`config.mk`:
```
export PLATFORM = sky130hd
export DESIGN_NAME = uart_rx_fifo
export DESIGN_NICKNAME = d
export VERILOG_FILES = /design/src/rtl/uart_rx_fifo.sv
export SDC_FILE = /design/constraint.sdc
export NUM_CORES = 1
export LEC_CHECK = 0
export BUFFER_PORTS_ARGS = -buffer_cell sky130_fd_sc_hd__buf_2
export CORE_MARGIN = 5
export CORE_UTILIZATION = 45
export DETAILED_ROUTE_END_ITERATION = 12
export GPL_ROUTABILITY_DRIVEN = 0
export PLACE_DENSITY_LB_ADDON = 0.25
export RECOVER_POWER = 50
export SLEW_MARGIN = 10
export SYNTH_ARGS = -nofsm -noshare
export SYNTH_HDL_FRONTEND = slang
export SYNTH_SLANG_ARGS = --single-unit
```
`constraint.sdc`:
```
create_clock -name clk_i -period 2.8 [get_ports clk_i]
set_input_delay 0.28 -clock clk_i [delete_from_list [all_inputs] [get_ports clk_i]]
set_output_delay 0.28 -clock clk_i [all_outputs]
set_load 0.03 [all_outputs]
```
`src/rtl/uart_rx_fifo.sv`:
```
// rtl/uart_rx_fifo.sv - UART receiver (8N1, or 8E1 with UART_RX_PARITY_EN) feeding a first-word-fall-through byte FIFO
module uart_rx_fifo #(
  parameter int CLK_FREQ_HZ = 10_000_000,
  parameter int BAUD_RATE   = 1_000_000,
  parameter int FIFO_DEPTH  = 4
) (
  input  logic                        clk_i,
  input  logic                        reset_i,
  input  logic                        rxd_i,
  input  logic                        rd_i,
  input  logic                        clr_err_i,
  output logic [7:0]                  data_o,
  output logic                        valid_o,
  output logic [$clog2(FIFO_DEPTH):0] count_o,
  output logic                        overrun_o,
  output logic                        frame_err_o,
  output logic                        parity_err_o
);

  localparam int DIV    = CLK_FREQ_HZ / BAUD_RATE;
  localparam int CNT_W  = $clog2(DIV) + 1;
  localparam int PTR_W  = $clog2(FIFO_DEPTH);
  localparam int FCNT_W = PTR_W + 1;

  localparam logic [CNT_W-1:0]  HALF_LOAD = CNT_W'(DIV / 2 - 1);
  localparam logic [CNT_W-1:0]  FULL_LOAD = CNT_W'(DIV - 1);
  localparam logic [FCNT_W-1:0] DEPTH     = FCNT_W'(FIFO_DEPTH);

  typedef enum logic [2:0] {
    S_IDLE,
    S_START,
    S_DATA,
    S_STOP
`ifdef UART_RX_PARITY_EN
    ,
    S_PARITY
`endif
  } state_e;

  // Receiver state
  logic [1:0]       sync_q, sync_d;
  state_e           state_q, state_d;
  logic [CNT_W-1:0] cnt_q, cnt_d;
  logic [2:0]       bit_q, bit_d;
  logic [7:0]       shift_q, shift_d;
  logic             rxs;
  logic             tick;
  logic             push;
  logic             frame_set;
  logic             par_set;
`ifdef UART_RX_PARITY_EN
  logic             par_bad_q, par_bad_d;
`endif

  // FIFO state
  logic [7:0]        mem_q [FIFO_DEPTH];
  logic [PTR_W-1:0]  wr_ptr_q, wr_ptr_d;
  logic [PTR_W-1:0]  rd_ptr_q, rd_ptr_d;
  logic [FCNT_W-1:0] count_q, count_d;
  logic              pop;
  logic              full;
  logic              push_ok;
  logic              ovr_set;

  // Sticky error flags
  logic overrun_q, overrun_d;
  logic frame_err_q, frame_err_d;
  logic parity_err_q, parity_err_d;

  assign rxs  = sync_q[1];
  assign tick = (cnt_q == '0);

  // Receive FSM next state: half-bit wait to the start-bit centre, then one full bit per sample
  always_comb begin
    sync_d    = {sync_q[0], rxd_i};
    state_d   = state_q;
    cnt_d     = cnt_q;
    bit_d     = bit_q;
    shift_d   = shift_q;
    push      = 1'b0;
    frame_set = 1'b0;
    par_set   = 1'b0;
`ifdef UART_RX_PARITY_EN
    par_bad_d = par_bad_q;
`endif
    case (state_q)
      S_IDLE: begin
        if (!rxs) begin
          state_d = S_START;
          cnt_d   = HALF_LOAD;
        end
      end
      S_START: begin
        if (tick) begin
          if (rxs) begin
            // Line went back high before the start-bit centre: treat as a glitch
            state_d = S_IDLE;
          end else begin
            state_d = S_DATA;
            cnt_d   = FULL_LOAD;
            bit_d   = 3'd0;
          end
        end else begin
          cnt_d = cnt_q - CNT_W'(1);
        end
      end
      S_DATA: begin
        if (tick) begin
          shift_d = {rxs, shift_q[7:1]};
          cnt_d   = FULL_LOAD;
          bit_d   = bit_q + 3'd1;
          if (bit_q == 3'd7) begin
`ifdef UART_RX_PARITY_EN
            state_d = S_PARITY;
`else
            state_d = S_STOP;
`endif
          end
        end else begin
          cnt_d = cnt_q - CNT_W'(1);
        end
      end
`ifdef UART_RX_PARITY_EN
      S_PARITY: begin
        if (tick) begin
          // Even parity: the parity bit must equal the XOR of the data bits
          par_bad_d = rxs ^ (^shift_q);
          cnt_d     = FULL_LOAD;
          state_d   = S_STOP;
        end else begin
          cnt_d = cnt_q - CNT_W'(1);
        end
      end
`endif
      S_STOP: begin
        if (tick) begin
          // Leave at the stop-bit centre so a back-to-back start edge is not missed
          state_d   = S_IDLE;
          frame_set = !rxs;
`ifdef UART_RX_PARITY_EN
          par_set   = par_bad_q;
          push      = rxs && !par_bad_q;
`else
          push      = rxs;
`endif
        end else begin
          cnt_d = cnt_q - CNT_W'(1);
        end
      end
      default: begin
        state_d = S_IDLE;
      end
    endcase
  end

  // FIFO bookkeeping: pop is applied first, so a full FIFO can accept a push in a popping cycle
  always_comb begin
    pop      = rd_i && (count_q != '0);
    full     = (count_q == DEPTH);
    push_ok  = push && (!full || pop);
    ovr_set  = push && full && !pop;
    wr_ptr_d = push_ok ? wr_ptr_q + PTR_W'(1) : wr_ptr_q;
    rd_ptr_d = pop ? rd_ptr_q + PTR_W'(1) : rd_ptr_q;
    count_d  = count_q;
    if (push_ok && !pop) begin
      count_d = count_q + FCNT_W'(1);
    end else if (pop && !push_ok) begin
      count_d = count_q - FCNT_W'(1);
    end
  end

  // Sticky flags: a set event in the clearing cycle wins
  always_comb begin
    overrun_d    = ovr_set   | (overrun_q    & ~clr_err_i);
    frame_err_d  = frame_set | (frame_err_q  & ~clr_err_i);
    parity_err_d = par_set   | (parity_err_q & ~clr_err_i);
  end

  // All control state, with asynchronous active-low reset
  always_ff @(posedge clk_i or negedge reset_i) begin
    if (!reset_i) begin
      sync_q       <= 2'b11;
      state_q      <= S_IDLE;
      cnt_q        <= '0;
      bit_q        <= 3'd0;
      shift_q      <= 8'h00;
`ifdef UART_RX_PARITY_EN
      par_bad_q    <= 1'b0;
`endif
      wr_ptr_q     <= '0;
      rd_ptr_q     <= '0;
      count_q      <= '0;
      overrun_q    <= 1'b0;
      frame_err_q  <= 1'b0;
      parity_err_q <= 1'b0;
    end else begin
      sync_q       <= sync_d;
      state_q      <= state_d;
      cnt_q        <= cnt_d;
      bit_q        <= bit_d;
      shift_q      <= shift_d;
`ifdef UART_RX_PARITY_EN
      par_bad_q    <= par_bad_d;
`endif
      wr_ptr_q     <= wr_ptr_d;
      rd_ptr_q     <= rd_ptr_d;
      count_q      <= count_d;
      overrun_q    <= overrun_d;
      frame_err_q  <= frame_err_d;
      parity_err_q <= parity_err_d;
    end
  end

  // Byte storage; contents need no reset because the head is masked when empty
  always_ff @(posedge clk_i) begin
    if (push_ok) begin
      mem_q[wr_ptr_q] <= shift_q;
    end
  end

  assign valid_o      = (count_q != '0);
  assign count_o      = count_q;
  assign data_o       = valid_o ? mem_q[rd_ptr_q] : 8'h00;
  assign overrun_o    = overrun_q;
  assign frame_err_o  = frame_err_q;
`ifdef UART_RX_PARITY_EN
  assign parity_err_o = parity_err_q;
`else
  assign parity_err_o = 1'b0;
`endif

endmodule

```
# After elaboration in Yosys (flattened, before gate mapping)
# Memories as Yosys holds them, arrays and structs flattened.
# Index checks and enable logic that the tools add are counted.
[word_totals]
ff_bits = 30
mem_bits_rw = 32
in_bits = 5
out_inout_bits = 15
mem_count = 1
[memory_table]
columns = ["name", "depth", "width", "read_ports", "rd_ports_with_merged_regs", "wr", "line", "source"]
rows = [
  ["mem_q", 4, 8, 1, 0, 1, "56", "logic [7:0] mem_q [FIFO_DEPTH];"],
]
[op_classes]
n_addsub = 6
n_eq_ne = 13
muxes = 26
bitwise = 5
n_reduce_logical = 21
[ops]
columns = ["operator", "count"]
rows = [
  ["3-bit 2-to-1 mux", 10],
  ["5-bit 2-to-1 mux", 5],
  ["5-bit one-hot mux with 4 select lines", 1],
  ["2-bit != test, second input constant", 7],
  ["3-bit one-hot mux with 4 select lines", 1],
  ["8-bit 2-to-1 mux", 1],
  ["4-bit AND reduction", 2],
  ["3-bit by 1-bit adder with 3-bit output, second input constant", 2],
  ["3-bit by 2-bit equality test with 1-bit output, second input constant", 2],
  ["3-bit equality test, second input constant", 2],
  ["1-bit logical AND", 6],
  ["1-bit 2-to-1 mux", 6],
  ["3-bit one-hot mux with 2 select lines", 1],
  ["5-bit zero test", 1],
  ["5-bit AND reduction", 1],
  ["5-bit by 1-bit subtractor with 5-bit output, second input constant", 1],
  ["2-bit by 1-bit adder with 2-bit output, second input constant", 2],
  ["1-bit zero test", 4],
  ["2-bit nonzero test", 2],
  ["4-bit nonzero test", 1],
  ["3-bit by 1-bit equality test with 1-bit output, second input constant", 1],
  ["3-bit zero test", 1],
  ["3-bit != test, second input constant", 1],
  ["3-bit nonzero test", 1],
  ["other kinds (7)", 9],
]

# Depth between registers and ports, before layout
# Gate-level depths: netlist (run 1).
[depth]
word_depth = 8
mapped_depth = 11
ltp_nobuf = 11

# Worst setup path before layout (run 1)
# Ideal clock, no wire load.
[synth_path]
path_type = "reg-to-reg"
startpoint = "register cnt_q[0]"
endpoint = "register count_q[2] (netlist: count_o[2])"
arrival_time_ns = 2.161
path_slack_ns = 0.559
path_stages_with_launch = 12
period_less_slack_ns = 2.241
path_cell_list = "dfrtp_1 inv_1 ha_1 nor4b_4 nand3_1 nor2_4 ha_1 inv_1 fa_1 xor2_1 nor2_1 xor2_1"
[synth_via]
elab_chain_cells = 7
[synth_lines]
columns = ["element", "line", "source"]
rows = [
  ["start, declared", "43", "logic [CNT_W-1:0] cnt_q, cnt_d;"],
  ["start signal, assigned", "199", "cnt_q <= cnt_d;"],
  ["5-bit zero test *", "71", "assign tick = (cnt_q == '0);"],
  ["1-bit 2-to-1 mux *", "136", "if (tick) begin"],
  ["1-bit 2-to-1 mux *", "86", "case (state_q)"],
  ["1-bit logical AND *", "160", "push_ok = push && (!full || pop);"],
  ["via push_ok", "62", "logic push_ok;"],
  ["1-bit zero test", "167", "end else if (pop && !push_ok) begin"],
  ["1-bit logical AND", "167", ""],
  ["2-bit nonzero test (no source line)", "-", ""],
  ["end signal, assigned", "207", "count_q <= count_d;"],
  ["end, declared", "59", "logic [FCNT_W-1:0] count_q, count_d;"],
]
# The timed path passes the listed nets; every way through them passes the cells marked *.
# A chain may end at the register's enable or synchronous reset.

# Final worst setup path (run 1)
# Ends and elaborated chain as after synthesis.

==> results of run 1 <==
power breakdown:
part / internal [mW] / switching [mW] / leakage, nW
combinational: 0.585 / 0.694 / 0.530
sequential: 1.15 / 0.250 / 0.678
clock: 0.501 / 0.314 / 0.102
critical path: cells and delay by family, from the launching register on:
kind	cells	cell delay (ps)
buf+inv	2	160
xor+xnor	2	340
flops	1	430
simple gates	4	680
fa+ha+maj	3	730
state kept, by name (all words and copies together), names as in the netlist:
signal,count
sync_q,2
frame_err_o,1
state_q,2
overrun_o,1
count_o,3
rd_ptr_q,2
bit_q,3
wr_ptr_q,2
cnt_q,5
mem_q,32
shift_q,8
Yosys cell counts, types with 2 or more instances:
cell and count:
xnor2_1 5, a22o_1 3, edfxtp_1 32, dfstp_2 2, o21bai_1 3, nor3_1 3, nand2b_1 2, o21ai_1 2
o2bb2ai_1 2, mux2_2 2, inv_1 10, nor2_1 4, or2_1 2, nand3_1 2, dfrtp_1 27, nand2_1 6
mux2_4 7, ha_1 13, xor2_1 2, clkbuf_1 2, or3_1 2, mux4_2 8, and2_1 13
final cells by class:
type,instances,area (µm²),area share [%]
Sequential cell,61,1689,53.89
Multi-Input combinational cell,103,1006,32.10
Clock buffer,12,135.1,4.311
Timing Repair Buffer,20,100.1,3.194
Tap cell,75,93.84,2.994
Clock inverter,4,72.57,2.315
Inverter,10,37.54,1.198
how the worst max path moves through the flow:
stage	start	endpoint	slack, ps	depth (start not counted)
finish	cnt_q[0]	count_o[2]	370	11
detailed placement	cnt_q[0]	count_o[2]	340	11
CTS	cnt_q[0]	count_o[2]	350	11
global route	cnt_q[0]	count_o[2]	180	11
global placement	count_o[0]	count_o[2]	530	8
floorplan	cnt_q[0]	count_o[2]	560	11
cell families (layout without fill, tap and decap cells):
| kind of cell | Yosys count | after routing | synth area share [%] |
|---|---|---|---|
| other | 1 | 1 | 0.1357 |
| adders and majority gates | 14 | 14 | 6.609 |
| buffers and inverters | 15 | 46 | 2.490 |
| and+or+nand+nor | 43 | 43 | 10.09 |
| muxes | 19 | 19 | 11.91 |
| xor gates and xnor gates | 7 | 7 | 2.218 |
| DFF | 61 | 61 | 61.11 |
| AOI/OAI and AO/OA | 19 | 19 | 5.433 |
cells in the final DEF, fill, tap and decap left out, drive strengths merged, types with 3 or more instances in the layout:
master	count
edfxtp	32
dfrtp	27
clkbuf	18
and2	13
ha	13
buf	13
inv	10
mux2	10
mux4	8
nand2	7
xnor2	5
nor2	5
a22o	3
o21bai	3
nor3	3
nor4b	3
routing by layer:
metal  routed length (µm)  global-route usage, %
met4                   85                  6.456
met2                 2434                  23.39
met1                 2040                  16.81
met3                  212                  4.469
met5                    0                      0
stage by stage:
step	utilization [%]	area, µm²	power [mW]
after CTS	52.75	3142	3.550
after detailed placement	49.10	2924	2.724
after global routing	52.63	3134	3.749
final	52.63	3134	3.499
after floorplan	-	2764	2.393
after global placement	49.10	2924	2.653
==> results.py, run 1 <==
metrics = {
    "final_layout": {
        "final_layout_size_suffix_gt1_share_pct": 23.33,
        "n_antenna_cell": 0,
        "layout.cells.non_filler": 285,
        "fillers": 510,
        "final_nets": 224,
        "area_delta_synth_final_pct": 13.40,
    },
    "synth": {
        "synthesis.area_um2": 2764,
        "yosysWarnings": 0,
        "synth-seq-cells": 61,
        "ys_seq_area_share_pct": 61.11,
        "synthArstFlopShare_pct": 47.54,
        "synth-main-ff-cell": "edfxtp_1",
        "postSynthCellCount": 179,
        "synth_edf_count": 32,
        "synth_top_area_cell": "edfxtp_1",
        "synth_fp_nets": 198,
        "synth_top_area_share_pct": 34.77,
        "synth_area_leaders": "edfxtp_1, dfrtp_1, mux4_2, ha_1, mux2_4",
        "syn_avg_cell_area_um2": 15.44,
        "yosysUniqueCellTypes": 48,
    },
    "clock_network": {
        "cts_buffers": 9,
        "clk_transition_reported_paths_ps": 70,
        "cts_hold_buf": 1,
        "cts_tree": "built",
        "cts-resized-gates": 0,
        "post_cts_buffers": 0,
        "clkSinkCount": 61,
        "cts-htree-levels": 3,
        "clkLatencyLatePin_ps": 330,
        "cts_root_buffer": "clkbuf_8",
        "cts_max_path_buffers": 2,
    },
    "power_and_ir_drop": {
        "powerDensity_nw_per_um2": 1116,
        "p_leak_nw": 1.310,
        "vdd_ir_drop_max_mv": 0.5524,
    },
    "global_route": {
        "grt_pass1_vias": 1673,
        "grt_overflow_total": 0,
        "track_usage_pct": 14.11,
        "antenna_found_initial": 0,
        "grt_pass1_wl_mm": 8.114,
        "grt_max_degree": 30,
    },
    "timing": {
        "fin_ws_ps": 372.9,
        "relSlewSlack_pct": -4.505,
        "fmax_mhz": 412.0,
        "period_needed_ps": 2427,
        "worst_pin_slew_ps": 1568,
        "setup_viol": 0,
        "timing_hold_violations_final": 0,
        "grt_setup_unrepaired": "no",
        "maxSlewViolCount": 30,
        "fin_setup_tns_ps": 0,
        "final.period_utilization_pct": 86.68,
        "fin_worst_skew_ps": 10.57,
        "timing.hold.ws_ps": 50.20,
    },
    "setup_path": {
        "cp_max_fo": 7,
        "worst_r2r_startpoint": "cnt_q[0]",
        "crit_chain": "inv_1 -> ha_1 -> nor4b_4 -> nand3_1 -> nor2_4 -> ha_1 -> inv_1 -> fa_1 -> xor2_1 -> nor2_1 -> xor2_1",
        "reg2reg_depth": 11,
        "crit_slowest_cell": "dfrtp_1",
        "critPathLaunchType": "register",
        "r2r_slack_ps": 370,
        "worstPathRequired_ps": 3050,
        "crit_type": "register to register",
        "cp.arrival_ps": 2680,
        "reg2reg_to": "count_o[2]",
        "critPathCaptureType": "register",
        "max_stage_delay_ps": 430,
    },
    "detailed_routing": {
        "vias_per_cell": 5.316,
        "antenna_left": 0,
        "dr.first_iter.drc_count": 72,
        "wire_per_inst_um": 16.74,
        "drc": 0,
        "wirelength_mm": 4.772,
        "vias": 1515,
        "drt_first_pass_iters": 5,
    },
    "status": {
        "violations": "capacitance limit, slew limit",
        "status": "finished with violations",
    },
    "placed_design": {
        "pre_cts_slack_ps": 344.9,
        "port_buffers": 18,
        "post-place-cells": 268,
        "hpwl_mm": 3.321,
    },
    "floorplanning": {
        "die_x_um": 88.37,
        "start_util_pct": 46.41,
        "die_area_um2": 7809,
        "die_h_um": 88.37,
        "io_pins": 20,
        "rows": 28,
        "core_um2": 5956,
    },
    "min_path": {
        "worstHoldStart": "rxd_i",
        "hold_class": "input pin to register",
        "min_to": "sync_q[0]",
        "hold-path-cell-count": 1,
    },
    "run": {
        "max-cap-violations": 1,
    },
}
Note: power is estimated with default switching activity, not from simulation.
==> run 2, diff against run 1 <==
--- a/config.mk
+++ b/config.mk
@@ -5,10 +5,11 @@
 export SDC_FILE = /design/constraint.sdc
 export NUM_CORES = 1
 export LEC_CHECK = 0
-export BUFFER_PORTS_ARGS = -buffer_cell sky130_fd_sc_hd__buf_2
+export CAP_MARGIN = 5
 export CORE_MARGIN = 5
 export CORE_UTILIZATION = 45
 export DETAILED_ROUTE_END_ITERATION = 12
+export DONT_BUFFER_PORTS = 1
 export GPL_ROUTABILITY_DRIVEN = 0
 export PLACE_DENSITY_LB_ADDON = 0.25
 export RECOVER_POWER = 50
==> run 2 against run 1 <==
  * The run still ends with capacitance limit, slew limit left
  * Register-to-register slack hardly changed
  * Non-clock buffer count is 14 lower
  * Clock skew shrank 5.7 ps
  * Cell count decreased by 4.9%
  * Critical path depth unchanged
  * Sequential share of layout area is 1.4 points higher
  * Global-route usage grew 0.15 points
  * Cell area down 2.5%
  * Sequential power grew 4%
  * Largest cell class unchanged
  * Highest routed layer unchanged
==> results.py, run 2 (synthesized netlist as in run 1, its figures left out) <==
metrics = {
    "floorplanning": {
        "rows": 28,
        "die_x_um": 88.37,
        "start_util_pct": 46.41,
        "core_um2": 5956,
        "die_h_um": 88.37,
        "die_area_um2": 7809,
        "io_pins": 20,
    },
    "setup_path": {
        "cp.arrival_ps": 2670,
        "worst_r2r_startpoint": "cnt_q[0]",
        "crit_chain": "inv_1 -> ha_1 -> nor4b_4 -> nand3_1 -> nor2_4 -> ha_1 -> inv_1 -> fa_1 -> xor2_1 -> nor2_1 -> xor2_1",
        "crit_end": "count_o[2]",
        "reg2reg_depth": 11,
        "reg2reg_to": "count_o[2]",
        "cp_max_fo": 7,
        "cp_num_cells": 11,
        "crit_type": "register to register",
        "worstPathRequired_ps": 3050,
        "crit_slowest_cell": "dfrtp_1",
        "critPathLaunchType": "register",
        "path_buf_inv": 2,
        "worstSetupStartpoint": "cnt_q[0]",
        "r2r_slack_ps": 380,
        "critPathTopFamily": "adder cells",
        "max_stage_delay_ps": 420,
        "critPathCaptureType": "register",
    },
    "final_layout": {
        "reg.largest.list": "mem_q: 32 flops, shift_q: 8 flops, cnt_q: 5 flops",
        "multi_input_area_um2": 1006,
        "area_delta_synth_final_pct": 10.55,
        "final_common_cell": "edfxtp_1",
        "final_nets": 210,
        "utilization_pct": 51.30,
        "ff_latch_area_um2": 1689,
        "layout.cells.non_filler": 271,
        "largest_reg_flops": 32,
        "top_register": "mem_q",
        "fin_area_um2": 3055,
        "final_layout_size_suffix_gt1_share_pct": 20.41,
        "n_antenna_cell": 0,
        "final_cell_mix": "edfxtp_1, dfrtp_1, and2_1, ha_1, inv_1",
        "fillers": 505,
    },
    "clock_network": {
        "cts-resized-gates": 0,
        "cts_max_path_buffers": 2,
        "cts_root_buffer": "clkbuf_8",
        "clkLatencyLatePin_ps": 330,
        "cts_tree": "built",
        "cts-htree-levels": 3,
        "cts_buffers": 9,
        "clk_transition_reported_paths_ps": 60,
        "post_cts_buffers": 0,
        "clkSinkCount": 61,
    },
    "power_and_ir_drop": {
        "vdd_ir_drop_max_mv": 0.4796,
        "totalPowerFinal_mw": 3.341,
        "p_leak_nw": 1.256,
        "powerDensity_nw_per_um2": 1093,
    },
    "detailed_routing": {
        "dr.first_iter.drc_count": 74,
        "vias_per_cell": 5.487,
        "drt_first_pass_iters": 4,
        "wirelength_mm": 4.772,
        "antenna_left": 0,
        "drc": 0,
        "wire_per_inst_um": 17.61,
        "vias": 1487,
    },
    "timing": {
        "setup_viol": 0,
        "maxSlewViolCount": 30,
        "fin_worst_skew_ps": 4.869,
        "fin_setup_tns_ps": 0,
        "worst_pin_slew_ps": 1550,
        "final.period_utilization_pct": 86.35,
        "grt_setup_unrepaired": "no",
        "period_needed_ps": 2418,
        "relSlewSlack_pct": -3.316,
        "fmax_mhz": 413.6,
        "timing_hold_violations_final": 0,
    },
    "status": {
        "violations": "capacitance limit, slew limit",
        "status": "finished with violations",
    },
    "placed_design": {
        "port_buffers": 0,
        "post-place-cells": 252,
        "hpwl_mm": 3.262,
        "dpl_cell_area_um2": 2849,
    },
    "global_route": {
        "grt_pass1_wl_mm": 8.052,
        "antenna_found_initial": 0,
        "track_usage_pct": 14.25,
        "grt_pass1_vias": 1626,
        "grt_overflow_total": 0,
        "grt_max_degree": 30,
    },
    "min_path": {
        "hold_class": "input pin to register",
    },
    "run": {
        "max-cap-violations": 1,
    },
}
[run 2: cell types whose count changed in the layout (fill, tap and decap cells not counted), moves of 2 or more]
| cell | change |
|---|---|
| clkinv_2 | +2 |
| clkbuf_1 | -6 |
| buf_4 | +2 |
| buf_2 | -12 |
[run 2: final cells by class]
type | count | share of cell area, %
repair buffers | 6 | 1.515
flip-flops and latches | 61 | 55.28
well taps | 75 | 3.071
multi-input cells | 103 | 32.92
clock buffers | 11 | 4.300
inverters | 10 | 1.229
clock inverters | 5 | 1.679
[run 2: per-layer routing]
metal  global-route usage [%]  up-vias  wire length, µm
met5                        0        -                0
met1                    15.26      764             1924
met4                    8.379        0               97
met3                    3.445        9              152
li1                         -      685                -
met2                    25.42       29             2597
[run 2: power breakdown]
part           switching (mW)  internal, mW
Sequential              0.305          1.15
Clock                   0.320         0.405
Combinational           0.621         0.537
[run 2: worst min path at each step]
| stage | depth (start not counted) | to | start |
|---|---|---|---|
| 5_1_grt | 1 | overrun_o | clr_err_i |
| 2_1_floorplan | 0 | bit_q[0] | reset_i |
| 6_report | 1 | overrun_o | clr_err_i |
| 3_5_place_dp | 0 | cnt_q[3] | reset_i |
| 4_1_cts | 1 | overrun_o | clr_err_i |
| 3_3_place_gp | 0 | cnt_q[1] | reset_i |
[run 2: metrics by stage]
stage          hold slack (ps)  setup WS (ps)
2_1_floorplan           -15.59          559.0
3_3_place_gp            -14.53          539.2
3_5_place_dp            -14.60          421.0
4_1_cts                  2.815          376.7
5_1_grt                  7.516          187.6
6_report                 22.51          382.2
[run 2: timing repair]
action | in CTS | in global routing
hold buffers | 3 | 0
setup endpoints to repair | 0 | 0
hold endpoints to repair | 30 | 0
